`config.mk`:
```
export PLATFORM = sky130hd
export DESIGN_NAME = lcd_init_sequencer
export DESIGN_NICKNAME = d
export VERILOG_FILES = /design/src/rtl/lcd_init_sequencer.sv
export SDC_FILE = /design/constraint.sdc
export NUM_CORES = 1
export LEC_CHECK = 0
export CAP_MARGIN = 20
export CELL_PAD_IN_SITES_DETAIL_PLACEMENT = 1
export CELL_PAD_IN_SITES_GLOBAL_PLACEMENT = 1
export CORE_MARGIN = 10
export CORE_UTILIZATION = 40
export DETAILED_ROUTE_END_ITERATION = 8
export GPL_ROUTABILITY_DRIVEN = 0
export HOLD_SLACK_MARGIN = 0.12
export PLACE_DENSITY = 0.83
export SETUP_SLACK_MARGIN = 0.4
export SLEW_MARGIN = 20
export SYNTH_ARGS = -nofsm -noshare
export SYNTH_HDL_FRONTEND = slang
export SYNTH_SLANG_ARGS = --single-unit
```
`constraint.sdc`:
```
create_clock -name CLK -period 6.83 [get_ports CLK]
set_input_delay 1.0245 -clock CLK [delete_from_list [all_inputs] [get_ports CLK]]
set_output_delay 1.0245 -clock CLK [all_outputs]
set_load 0.02 [all_outputs]
```
`src/rtl/lcd_init_sequencer.sv`:
```
// Panel power-up sequencer: reset pulse, settle wait, then a fixed command ROM with per-entry ms delays.
// After init, host bytes pass straight through to the SPI byte serializer.
module lcd_init_sequencer #(
  parameter int CLK_HZ      = 12000000,
  parameter int RST_LOW_MS  = 100,
  parameter int RST_WAIT_MS = 120
) (
  input  logic       CLK,
  input  logic       RESET,
  output logic       LCD_RST,
  output logic       TX_VALID,
  output logic       TX_DC,
  output logic [7:0] TX_BYTE,
  input  logic       TX_READY,
  input  logic       HOST_VALID,
  input  logic       HOST_DC,
  input  logic [7:0] HOST_BYTE,
  output logic       HOST_READY,
  output logic       INIT_DONE,
  output logic       LED
);

  localparam int CYC_PER_MS = CLK_HZ / 1000;
  localparam int MS_MAX_A   = (RST_LOW_MS > RST_WAIT_MS) ? RST_LOW_MS : RST_WAIT_MS;
  localparam int MS_MAX     = (MS_MAX_A > 120) ? MS_MAX_A : 120;
  localparam int PW         = (CYC_PER_MS > 1) ? $clog2(CYC_PER_MS) : 1;
  localparam int MW         = $clog2(MS_MAX + 1);
  localparam logic [2:0] LAST_IDX = 3'd4;

  typedef enum logic [2:0] {
    S_RST_LOW,
    S_RST_WAIT,
    S_ISSUE,
    S_DELAY,
    S_READY
  } state_t;

  state_t          state_q, state_d;
  logic [2:0]      idx_q, idx_d;
  logic [PW-1:0]   pre_q, pre_d;
  logic [MW-1:0]   ms_q, ms_d;

  logic            rom_dc;
  logic [7:0]      rom_byte;
  logic [6:0]      rom_dly;
  logic [MW-1:0]   wait_ms;
  logic            tick;
  logic            wait_done;

  always_comb begin
    rom_dc   = 1'b0;
    rom_byte = 8'h00;
    rom_dly  = 7'd0;
    case (idx_q)
      3'd0: begin rom_dc = 1'b0; rom_byte = 8'h11; rom_dly = 7'd120; end
      3'd1: begin rom_dc = 1'b0; rom_byte = 8'h3A; rom_dly = 7'd0;   end
      3'd2: begin rom_dc = 1'b1; rom_byte = 8'h55; rom_dly = 7'd0;   end
      3'd3: begin rom_dc = 1'b0; rom_byte = 8'h13; rom_dly = 7'd10;  end
      3'd4: begin rom_dc = 1'b0; rom_byte = 8'h29; rom_dly = 7'd10;  end
      default: ;
    endcase
  end

  // Length of the wait owned by the current state; a zero-length wait finishes at once.
  always_comb begin
    wait_ms = '0;
    case (state_q)
      S_RST_LOW:  wait_ms = MW'(RST_LOW_MS);
      S_RST_WAIT: wait_ms = MW'(RST_WAIT_MS);
      S_DELAY:    wait_ms = MW'(rom_dly);
      default:    wait_ms = '0;
    endcase
  end

  assign tick      = (pre_q == PW'(CYC_PER_MS - 1));
  assign wait_done = (wait_ms == '0) || (tick && (ms_q == wait_ms - MW'(1)));

  always_ff @(posedge CLK) begin
    if (RESET) begin
      state_q <= S_RST_LOW;
      idx_q   <= '0;
      pre_q   <= '0;
      ms_q    <= '0;
    end else begin
      state_q <= state_d;
      idx_q   <= idx_d;
      pre_q   <= pre_d;
      ms_q    <= ms_d;
    end
  end

  always_comb begin
    state_d = state_q;
    idx_d   = idx_q;
    case (state_q)
      S_RST_LOW:  if (wait_done) state_d = S_RST_WAIT;
      S_RST_WAIT: if (wait_done) begin
        state_d = S_ISSUE;
        idx_d   = '0;
      end
      S_ISSUE: if (TX_READY) begin
        if (rom_dly != 7'd0)      state_d = S_DELAY;
        else if (idx_q < LAST_IDX) idx_d  = idx_q + 3'd1;
        else                      state_d = S_READY;
      end
      S_DELAY: if (wait_done) begin
        if (idx_q < LAST_IDX) begin
          idx_d   = idx_q + 3'd1;
          state_d = S_ISSUE;
        end else begin
          state_d = S_READY;
        end
      end
      S_READY: state_d = S_READY;
      default: state_d = S_RST_LOW;
    endcase

    // Timebase restarts on every state entry and idles where no wait is running.
    if ((state_d != state_q) || (state_q == S_ISSUE) || (state_q == S_READY)) begin
      pre_d = '0;
      ms_d  = '0;
    end else if (tick) begin
      pre_d = '0;
      ms_d  = ms_q + MW'(1);
    end else begin
      pre_d = pre_q + PW'(1);
      ms_d  = ms_q;
    end
  end

  always_comb begin
    LCD_RST    = (state_q != S_RST_LOW);
    TX_VALID   = 1'b0;
    TX_DC      = 1'b0;
    TX_BYTE    = 8'h00;
    HOST_READY = 1'b0;
    INIT_DONE  = 1'b0;
    case (state_q)
      S_ISSUE: begin
        TX_VALID = 1'b1;
        TX_DC    = rom_dc;
        TX_BYTE  = rom_byte;
      end
      S_READY: begin
        TX_VALID   = HOST_VALID;
        TX_DC      = HOST_DC;
        TX_BYTE    = HOST_BYTE;
        HOST_READY = TX_READY;
        INIT_DONE  = 1'b1;
      end
      default: ;
    endcase
    LED = INIT_DONE;
  end

endmodule

```
# After elaboration in Yosys (flattened, before gate mapping)
# Cells that the tools add are included.
dict set report op_classes {
  bitwise 0
  div_mod_pow 0
  multipliers 0
  n_addsub 4
  shift 0
  n_eq_ne 15
  magnitude_cmp 1
  n_reduce_logical 14
  muxes 23
}
# cell n
set op_table {}
lappend op_table {{3-bit two-way mux} 12}
lappend op_table {{7-bit case mux with 5 select lines} 1}
lappend op_table {{7-bit case mux with 3 select lines} 1}
lappend op_table {{8-bit case mux with 2 select lines} 1}
lappend op_table {{3-bit case mux with 5 select lines} 1}
lappend op_table {{14-bit by 1-bit adder with 14-bit output (second input constant)} 1}
lappend op_table {{14-bit equality test (second input constant)} 1}
lappend op_table {{7-bit case mux with 2 select lines} 1}
lappend op_table {{3-bit by 2-bit equality test with 1-bit output (second input constant)} 4}
lappend op_table {{3-bit case mux with 3 select lines} 1}
lappend op_table {{2-bit != test (second input constant)} 4}
lappend op_table {{7-bit by 1-bit adder with 7-bit output (second input constant)} 1}
lappend op_table {{7-bit equality test} 1}
lappend op_table {{7-bit zero test} 1}
lappend op_table {{7-bit nonzero test} 1}
lappend op_table {{7-bit by 1-bit subtractor with 7-bit output (second input constant)} 1}
lappend op_table {{3-bit by 1-bit equality test with 1-bit output (second input constant)} 2}
lappend op_table {{3-bit equality test (second input constant)} 2}
lappend op_table {{3-bit zero test} 2}
lappend op_table {{3-bit nonzero test} 2}
lappend op_table {{5-bit AND reduction} 1}
lappend op_table {{1-bit case mux with 2 select lines} 2}
lappend op_table {{2-bit OR reduction} 2}
lappend op_table {{3-bit by 1-bit adder with 3-bit output (second input constant)} 1}
lappend op_table {{other kinds (6)} 10}
dict set report totals {
  rom_bits 0
  memories 0
  ramBits 0
  inputBits 13
  regBits 27
  latchBits 0
}

# Logic depth before layout (Yosys ltp)
# Gate-level depths: netlist of the first run.
dict set report depth {
  ltp_word 14
  depth_mapped 12
  mapped_depth_nobuf 11
}

# Worst setup path before layout of the first run
# OpenSTA, ideal clock, no wires.
dict set report synth_timing {
  kind {register to register}
  start {register idx_q[0]}
  end {register state_q[1]}
  period_less_slack_ps 2731
  path_slack_ps 4099
  required_time_ps 6714
  arrival_time_ps 2615
  path_stages_with_launch 12
  path_buffers 0
  setup_ps 116
  cell_sequence {dfxtp_1 -> inv_1 -> ha_1 -> nand2_1 -> a21o_1 -> ha_1 -> xor2_1 -> nand3_2 -> or4b_4 -> or2_4 -> and3_4 -> o211a_1}
}
dict set report synth_between {
  elab_chain_cells 10
  elab_cells_between_ends 21
}
# element line
set synth_rtl {}
lappend synth_rtl {{from (decl)} 39} ;# logic [2:0] idx_q, idx_d;
lappend synth_rtl {{from (signal assigned)} 86} ;# idx_q <= idx_d;
lappend synth_rtl {{3-bit equality test / 3-bit by 2-bit equality test with 1-bit output (equally long branches)} 54} ;# case (idx_q)
lappend synth_rtl {{2-bit OR reduction (no line)} n/a}
lappend synth_rtl {{7-bit case mux with 2 select lines} 54}
lappend synth_rtl {{7-bit case mux with 3 select lines} 67} ;# case (state_q)
lappend synth_rtl {{7-bit by 1-bit subtractor with 7-bit output} 76} ;# assign wait_done = (wait_ms == '0) || (tick && (ms_q == wait_ms - MW'(1)));
lappend synth_rtl {{7-bit equality test} 76}
lappend synth_rtl {{1-bit logical AND} 76}
lappend synth_rtl {{1-bit logical OR} 76}
lappend synth_rtl {{3-bit two-way mux (on tied branches)} {106, 96, 97}}
lappend synth_rtl {{3-bit case mux with 5 select lines *} 95} ;# case (state_q)
lappend synth_rtl {{to (signal assigned)} 85} ;# state_q <= state_d;
lappend synth_rtl {{to (decl)} 38} ;# state_t state_q, state_d;
# Every way passes the cells marked *; elsewhere a longest branch is shown, timed or not.
# A chain may end at the register's enable or synchronous reset.

# Worst setup path in the final report of the first run
dict set report layout_timing {
  start {register state_q[2]}
  end {output TX_BYTE[4]}
}
dict set report layout_between {
  elab_chain_cells 2
  elab_cells_between_ends 3
}
# element line
set layout_rtl {}
lappend layout_rtl {{3-bit equality test / 3-bit by 2-bit equality test with 1-bit output (equally long branches)} 138} ;# case (state_q)
lappend layout_rtl {{8-bit case mux with 2 select lines *} 138}
lappend layout_rtl {{to (decl)} 13} ;# output logic [7:0] TX_BYTE,
# Marks and branches as above.

==> summary.txt, run 1 <==
Flow run
  – Max Cap Viol: 0

Synth
  – Syn Inst Count: 213
  – Dominant synthesized flop cell: dfxtp_1
  – Post-synth EDFFs: 0
  – Ys Warns: 0
  – Syn_nets: 235
  – Synth top area share: 30.9%
  – Area of the mapped netlist: 1750 µm²
  – Most frequent cell after synthesis: nor2_1
  – Register area share after synthesis: 30.9%
  – Netlist cell types: 45
  – Synth area leaders: dfxtp_1, xor2_1, nor2_1, ha_1, nand2_1
  – Commonest cells post-synth: nor2_1, dfxtp_1, nand2_1, xor2_1, inv_1
  – Dominant cell type by area after synthesis: dfxtp_1
  – FFs w/ async S/R, synth: 0%
  – #FFs+latches synth: 27
  – Synth Area per Inst: 8.21 µm²

Min path
  – Worst Hold End: pre_q[0]
  – Hold Path Origin: pre_q[0]
  – Hold Crit Depth: 1
  – Min-delay worst type: reg -> reg

Floorplanning
  – Initial Utilization: 42.5%
  – CORE AREA: 4120 µm²
  – Cell Rows: 23
  – IO Pins: 27
  – Die area: 7420 µm²
  – Die height: 86.1 µm
  – Width of the die: 86.1 µm

Place
  – Total placed instance area: 2030 µm²
  – Hpwl dp: 3.37 mm
  – Buffers on Ports: 26

Clocking
  – H-tree depth: 1
  – Clk buf depth: 2
  – Postcts setup bufs: 0
  – CTS tree: yes
  – # clock sinks: 27
  – Clk_lat worst skew: 270 ps
  – CTS Hold Bufs: 0
  – Post-cts resize count: 0
  – Clock slew at reported path FFs: 90 ps
  – CTS Root Cell: clkbuf_8
  – Num CTS Buffers: 3

Timing
  – # setup viols final: 0
  – Clock skew: 4.40 ps
  – Final worst path period need: 3410 ps
  – Slew @ Worst Pin: 674 ps
  – Final count of hold timing violations: 0
  – Final cycle utilization of the critical path: 49.9%
  – Slew headroom: 54.8%
  – Final setup TNS: 0 ps
  – Slew Limit Fails: 0
  – Hold slack: 481 ps
  – RSZ-0062 raised after global routing: no
  – Peak Freq: 0.293 GHz

Setup path
  – Reg-to-Reg Start: idx_q[0]
  – Crit path max fanout: 12
  – R2r setup slk: 3640 ps
  – Slowest CP cell: clkdlybuf4s50_1
  – CP Buf/Inv Count: 2
  – Setup crit start kind: register
  – Cells on worst reg2reg path: 11
  – CP required: 5810 ps
  – R2R Path End: pre_q[12]
  – Setup CP Type: reg -> out
  – Cells along the critical path: inv_1 -> nor3_2 -> nand2_1 -> nand3b_1 -> clkdlybuf4s50_1
  – Worst Setup SP: state_q[2]
  – Nature of the critical path endpoint: primary output
  – Crit-path leading delay family: simple AND/OR/NAND/NOR gates
  – CP Data Arrival Time: 2390 ps
  – Max stage delay on crit path: 610 ps

Pwr
  – PD cells: 126 nW/µm²
  – Internal Pwr Total: 0.209 mW
  – Clock power frac: 33.6%
  – Logic gate share of total power: 5.2%
  – LEAKAGE: 0.826 nW
  – Sw frac: 20.4%
  – NetSw: 0.0534 mW
  – Flop pwr share: 61.3%
  – VDD IR max: 0.0949 mV

Global route
  – Initial antenna violation count: 0
  – Vias in the first global route: 1601
  – Global-route wire length before repair: 7.34 mm
  – Largest net degree at the start of global routing: 15
  – Total congestion overflow: 0
  – GR Util All Layers: 11.6%

Finish
  – Final nets: 258
  – Design area: 2080 µm²
  – Diodes inserted: 0
  – Layout area overhead: 19.1%
  – Fraction of layout cells with a size suffix above 1: 8.09%
  – Number of fill cells in the layout: 511

Run status
  – Status: finished, final reports clean

Detailed routing
  – Drt first pass iters: 4
  – Avg WL per Cell: 14.9 µm
  – First DRT Iteration DRCs: 63
  – DR vias/cell: 5.41
  – Via Count: 1543
  – Total Wirelength: 4.23 mm
  – Final ANT Viol Nets: 0
  – Drc violations: 0
-- flip-flops by register name, indices dropped and copies added (netlist names) --
name / count
pre_q: 14
state_q: 3
idx_q: 3
ms_q: 7
-- area by class of cell --
cell class / instances / area [µm²] / share of cell area, %
well taps: 50 / 62.6 / 3.00
flip-flops and latches: 27 / 541 / 25.9
repair buffers: 26 / 260 / 12.5
inverters: 10 / 37.5 / 1.80
clock buffers: 4 / 45.0 / 2.16
multi-input cells: 168 / 1140 / 54.6
-- cell usage in the layout (no fill, tap or decap), drive strengths merged, types with 7 or more instances in the layout --
master and count:
nand2b 7, ha 9, xor2 14, xnor2 9
nand2 23, nand3 8, inv 10, nand4 10
and3 8, nor2 31, clkdlybuf4s50 26, dfxtp 27
-- kinds of logic (layout without fill, tap and decap cells) --
| kind of cell | Yosys count | count (layout) | share of synthesized area (%) |
|---|---|---|---|
| mux | 2 | 2 | 1.22 |
| simple gates | 103 | 103 | 32.0 |
| buf+inv | 18 | 40 | 4.36 |
| fa+ha+maj | 9 | 9 | 6.44 |
| flops | 27 | 27 | 30.9 |
| xor+xnor | 23 | 23 | 11.5 |
| compound gates | 31 | 31 | 13.5 |
-- stage by stage --
stage / power [mW] / utilization (%) / std cells / setup slack [ps]
after CTS: 0.267 / 50.5 / 285 / 2970
after floorplan: 0.169 / - / 213 / 4100
final: 0.262 / 50.6 / 285 / 3420
after global routing: 0.276 / 50.6 / 285 / 3150
after global placement: 0.177 / 49.4 / 281 / 3400
after detailed placement: 0.178 / 49.4 / 281 / 3340
-- metal layers --
metal / GRT usage, % / routed length (µm) / vias to the layer above
met5: 0 / 0 / -
met3: 2.84 / 231 / 7
met1: 13.6 / 2010 / 732
met2: 19.8 / 1940 / 29
met4: 4.04 / 59 / 0
li1: - / - / 775
-- how the worst max path moves through the flow --
stage                       endpoint  slack (ps)  cells after the start
final                     TX_BYTE[4]        3420                      5
after global routing      TX_BYTE[0]        3150                      5
after CTS                 TX_BYTE[4]        2970                      5
after detailed placement  TX_BYTE[4]        3340                      5
after global placement    TX_BYTE[0]        3400                      5
after floorplan           state_q[1]        4100                     11
-- worst register-to-register path: cells and delay by family (launching register included) --
kind	cells	cell delay, ps
AND/OR/NAND/NOR	5	1160
AO/OA/AOI/OAI	2	650
adder cells (fa/ha/maj)	2	610
flip-flops	1	340
XOR/XNOR	1	170
buffers and inverters	1	130
-- power groups by stage --
stage                     Clock, mW  Sequential, mW  Combinational [mW]
after floorplan                   0           0.164             0.00549
after global placement            0           0.164              0.0133
after detailed placement          0           0.164              0.0137
after CTS                    0.0926           0.161              0.0138
after global routing         0.0998           0.161              0.0151
final                        0.0880           0.160              0.0135
(Power assumes the default switching activity.)
==> run 2, diff against run 1 <==
- clock period: 6.83 -> 3.5 ns (I/O delays scaled with it)
==> run 2 against run 1 <==
Net effect:
- worst hold slack worse by 15 ps
- die area unchanged
- sequential power up 96%
- non-clock buffer count up 6
- register-to-register slack worse by 3100 ps
- clock-buffer cell count down 1
- largest power group unchanged
==> summary.txt, run 2 (synthesized netlist as in run 1, its figures left out) <==
Run status
  – Status: finished, final reports clean

Clocking
  – H-tree depth: 1 (unchanged)
  – # clock sinks: 27 (unchanged)
  – CTS Root Cell: clkbuf_8
  – Num CTS Buffers: 3 (unchanged)
  – Clk buf depth: 2 (unchanged)
  – CTS tree: yes
  – Clock slew at reported path FFs: 90 ps (about the same)
  – CTS Hold Bufs: 0 (unchanged)
  – Clk_lat worst skew: 270 ps (about the same)

Finish
  – Layout area overhead: 23.5%
  – Max FFs per register: 14 (unchanged)
  – Top Registers: pre_q (14), ms_q (7)
  – Final nets: 264 (+2.3%)
  – Commonest non-fill, non-tap cells in the layout: nor2_1, clkdlybuf4s50_1, dfxtp_1
  – Number of fill cells in the layout: 508 (-0.59%)
  – Fraction of layout cells with a size suffix above 1: 13.3% (+5.2 points)
  – Diodes inserted: 0 (unchanged)
  – Commonest non-fill, non-tap cell in the layout: nor2_1
  – Finished Layout Cells: 291 (+2.1%)
  – Biggest register: pre_q

Floorplanning
  – Cell Rows: 23 (unchanged)
  – Die area: 7420 µm² (unchanged)
  – CORE AREA: 4120 µm² (unchanged)
  – Width of the die: 86.1 µm (unchanged)
  – IO Pins: 27 (unchanged)
  – Initial Utilization: 42.5% (unchanged)
  – Die height: 86.1 µm (unchanged)

Setup path
  – Crit path max fanout: 5 (-7)
  – Nature of the critical path endpoint: register
  – Crit-path leading delay family: compound AO/OA/AOI/OAI gates
  – Cells along the critical path: ha_2 -> nand2b_1 -> a21o_1 -> ha_1 -> xor2_1 -> nand3_2 -> or4b_4 -> o31ai_4 -> buf_4 -> a21oi_1 -> o21ba_2
  – Setup CP Type: reg -> reg
  – Max stage delay on crit path: 510 ps (-100 ps)
  – CP Buf/Inv Count: 1 (-1)
  – CP Data Arrival Time: 3110 ps (+720 ps)
  – Setup crit start kind: register
  – CP required: 3660 ps (-2150 ps)
  – Slowest CP cell: or4b_4

Timing
  – Slew @ Worst Pin: 424 ps (-250 ps)
  – Final count of hold timing violations: 0 (unchanged)
  – Clock skew: 7.08 ps (+2.69 ps)
  – Final setup TNS: 0 ps (unchanged)
  – Peak Freq: 0.339 GHz
  – RSZ-0062 raised after global routing: no
  – Slew headroom: 71.7% (+17 points)
  – Slew Limit Fails: 0 (unchanged)
  – # setup viols final: 0 (unchanged)
  – Final worst path period need: 2950 ps
  – Final cycle utilization of the critical path: 84.3%

Detailed routing
  – Via Count: 1546 (+0.19%)
  – First DRT Iteration DRCs: 57 (-9.5%)
  – Final ANT Viol Nets: 0 (unchanged)
  – DR WL met2: 2.20 mm (+14%)
  – Total Wirelength: 4.47 mm (+5.7%)
  – Drt first pass iters: 4 (unchanged)
  – WL met3: 173 µm (-25%)
  – Met1 WL: 2.08 mm (+3.6%)
  – Avg WL per Cell: 15.4 µm (+3.5%)
  – Top sig layer: met4
  – Drc violations: 0 (unchanged)
  – DR vias/cell: 5.31 (-1.9%)

Global route
  – Initial antenna violation count: 0 (unchanged)
  – Global-route wire length before repair: 7.69 mm (+4.8%)
  – Vias in the first global route: 1616 (+0.94%)
  – GR Util All Layers: 12.2% (+0.63 points)
  – Total congestion overflow: 0 (unchanged)
  – Largest net degree at the start of global routing: 18 (+3)

Place
  – Buffers on Ports: 26 (unchanged)
  – Hpwl dp: 3.52 mm (+4.4%)
  – Inst Count DP: 286 (+1.8%)

Pwr
  – VDD IR max: 0.245 mV (+160%)
  – LEAKAGE: 0.863 nW (+4.4%)
  – PD cells: 240 nW/µm² (+91%)

Flow run
  – Max Cap Viol: 0 (unchanged)

Min path
  – Min-delay worst type: reg -> reg
-- run 2: repair_timing --
action,in CTS,in global routing
endpoints found under the setup margin,11,17
pin swaps,0,1
resized for setup,1,8
setup buffers,0,1
gates cloned,0,0
-- run 2: layer usage --
layer,up-vias,track usage [%]
met1,735,15.4
met2,22,20.5
li1,787,-
met4,0,3.59
met5,-,0
met3,2,2.18
-- run 2: layout make-up --
class / instances / area [µm²] / share of cell area (%)
Multi-Input combinational cell: 168 / 1160 / 53.8
Clock inverter: 1 / 8.76 / 0.406
Timing Repair Buffer: 32 / 305 / 14.1
Clock buffer: 3 / 41.3 / 1.91
Tap cell: 50 / 62.6 / 2.90
Inverter: 10 / 37.5 / 1.74
Sequential cell: 27 / 543 / 25.1
-- run 2: where the power goes --
group | switching [mW] | internal (mW) | leakage, nW | total, mW
clock | 0.0960 | 0.0833 | 0.0261 | 0.179
sequential | 0.00320 | 0.310 | 0.219 | 0.313
combinational | 0.0109 | 0.0161 | 0.618 | 0.0269
-- run 2: through the flow --
stage | area (µm²) | power (mW) | setup WS, ps | util, % | hold slack (ps)
after floorplan | 1750 | 0.330 | 769 | - | 430
after global placement | 2070 | 0.346 | 523 | 50.3 | 442
after detailed placement | 2070 | 0.347 | 345 | 50.3 | 448
after CTS | 2130 | 0.529 | 446 | 51.7 | 471
after global routing | 2160 | 0.546 | 399 | 52.5 | 497
final | 2160 | 0.519 | 550 | 52.5 | 465
-- run 2: worst paths after layout --
check | from | endpoint | slack, ps | cells after the start
setup / recovery | idx_q[1] | idx_q[0] | 550 | 11
hold / removal | pre_q[0] | pre_q[0] | 470 | 1
hold reg to reg | pre_q[0] | pre_q[0] | 470 | 1
setup reg to reg | idx_q[1] | idx_q[0] | 550 | 11
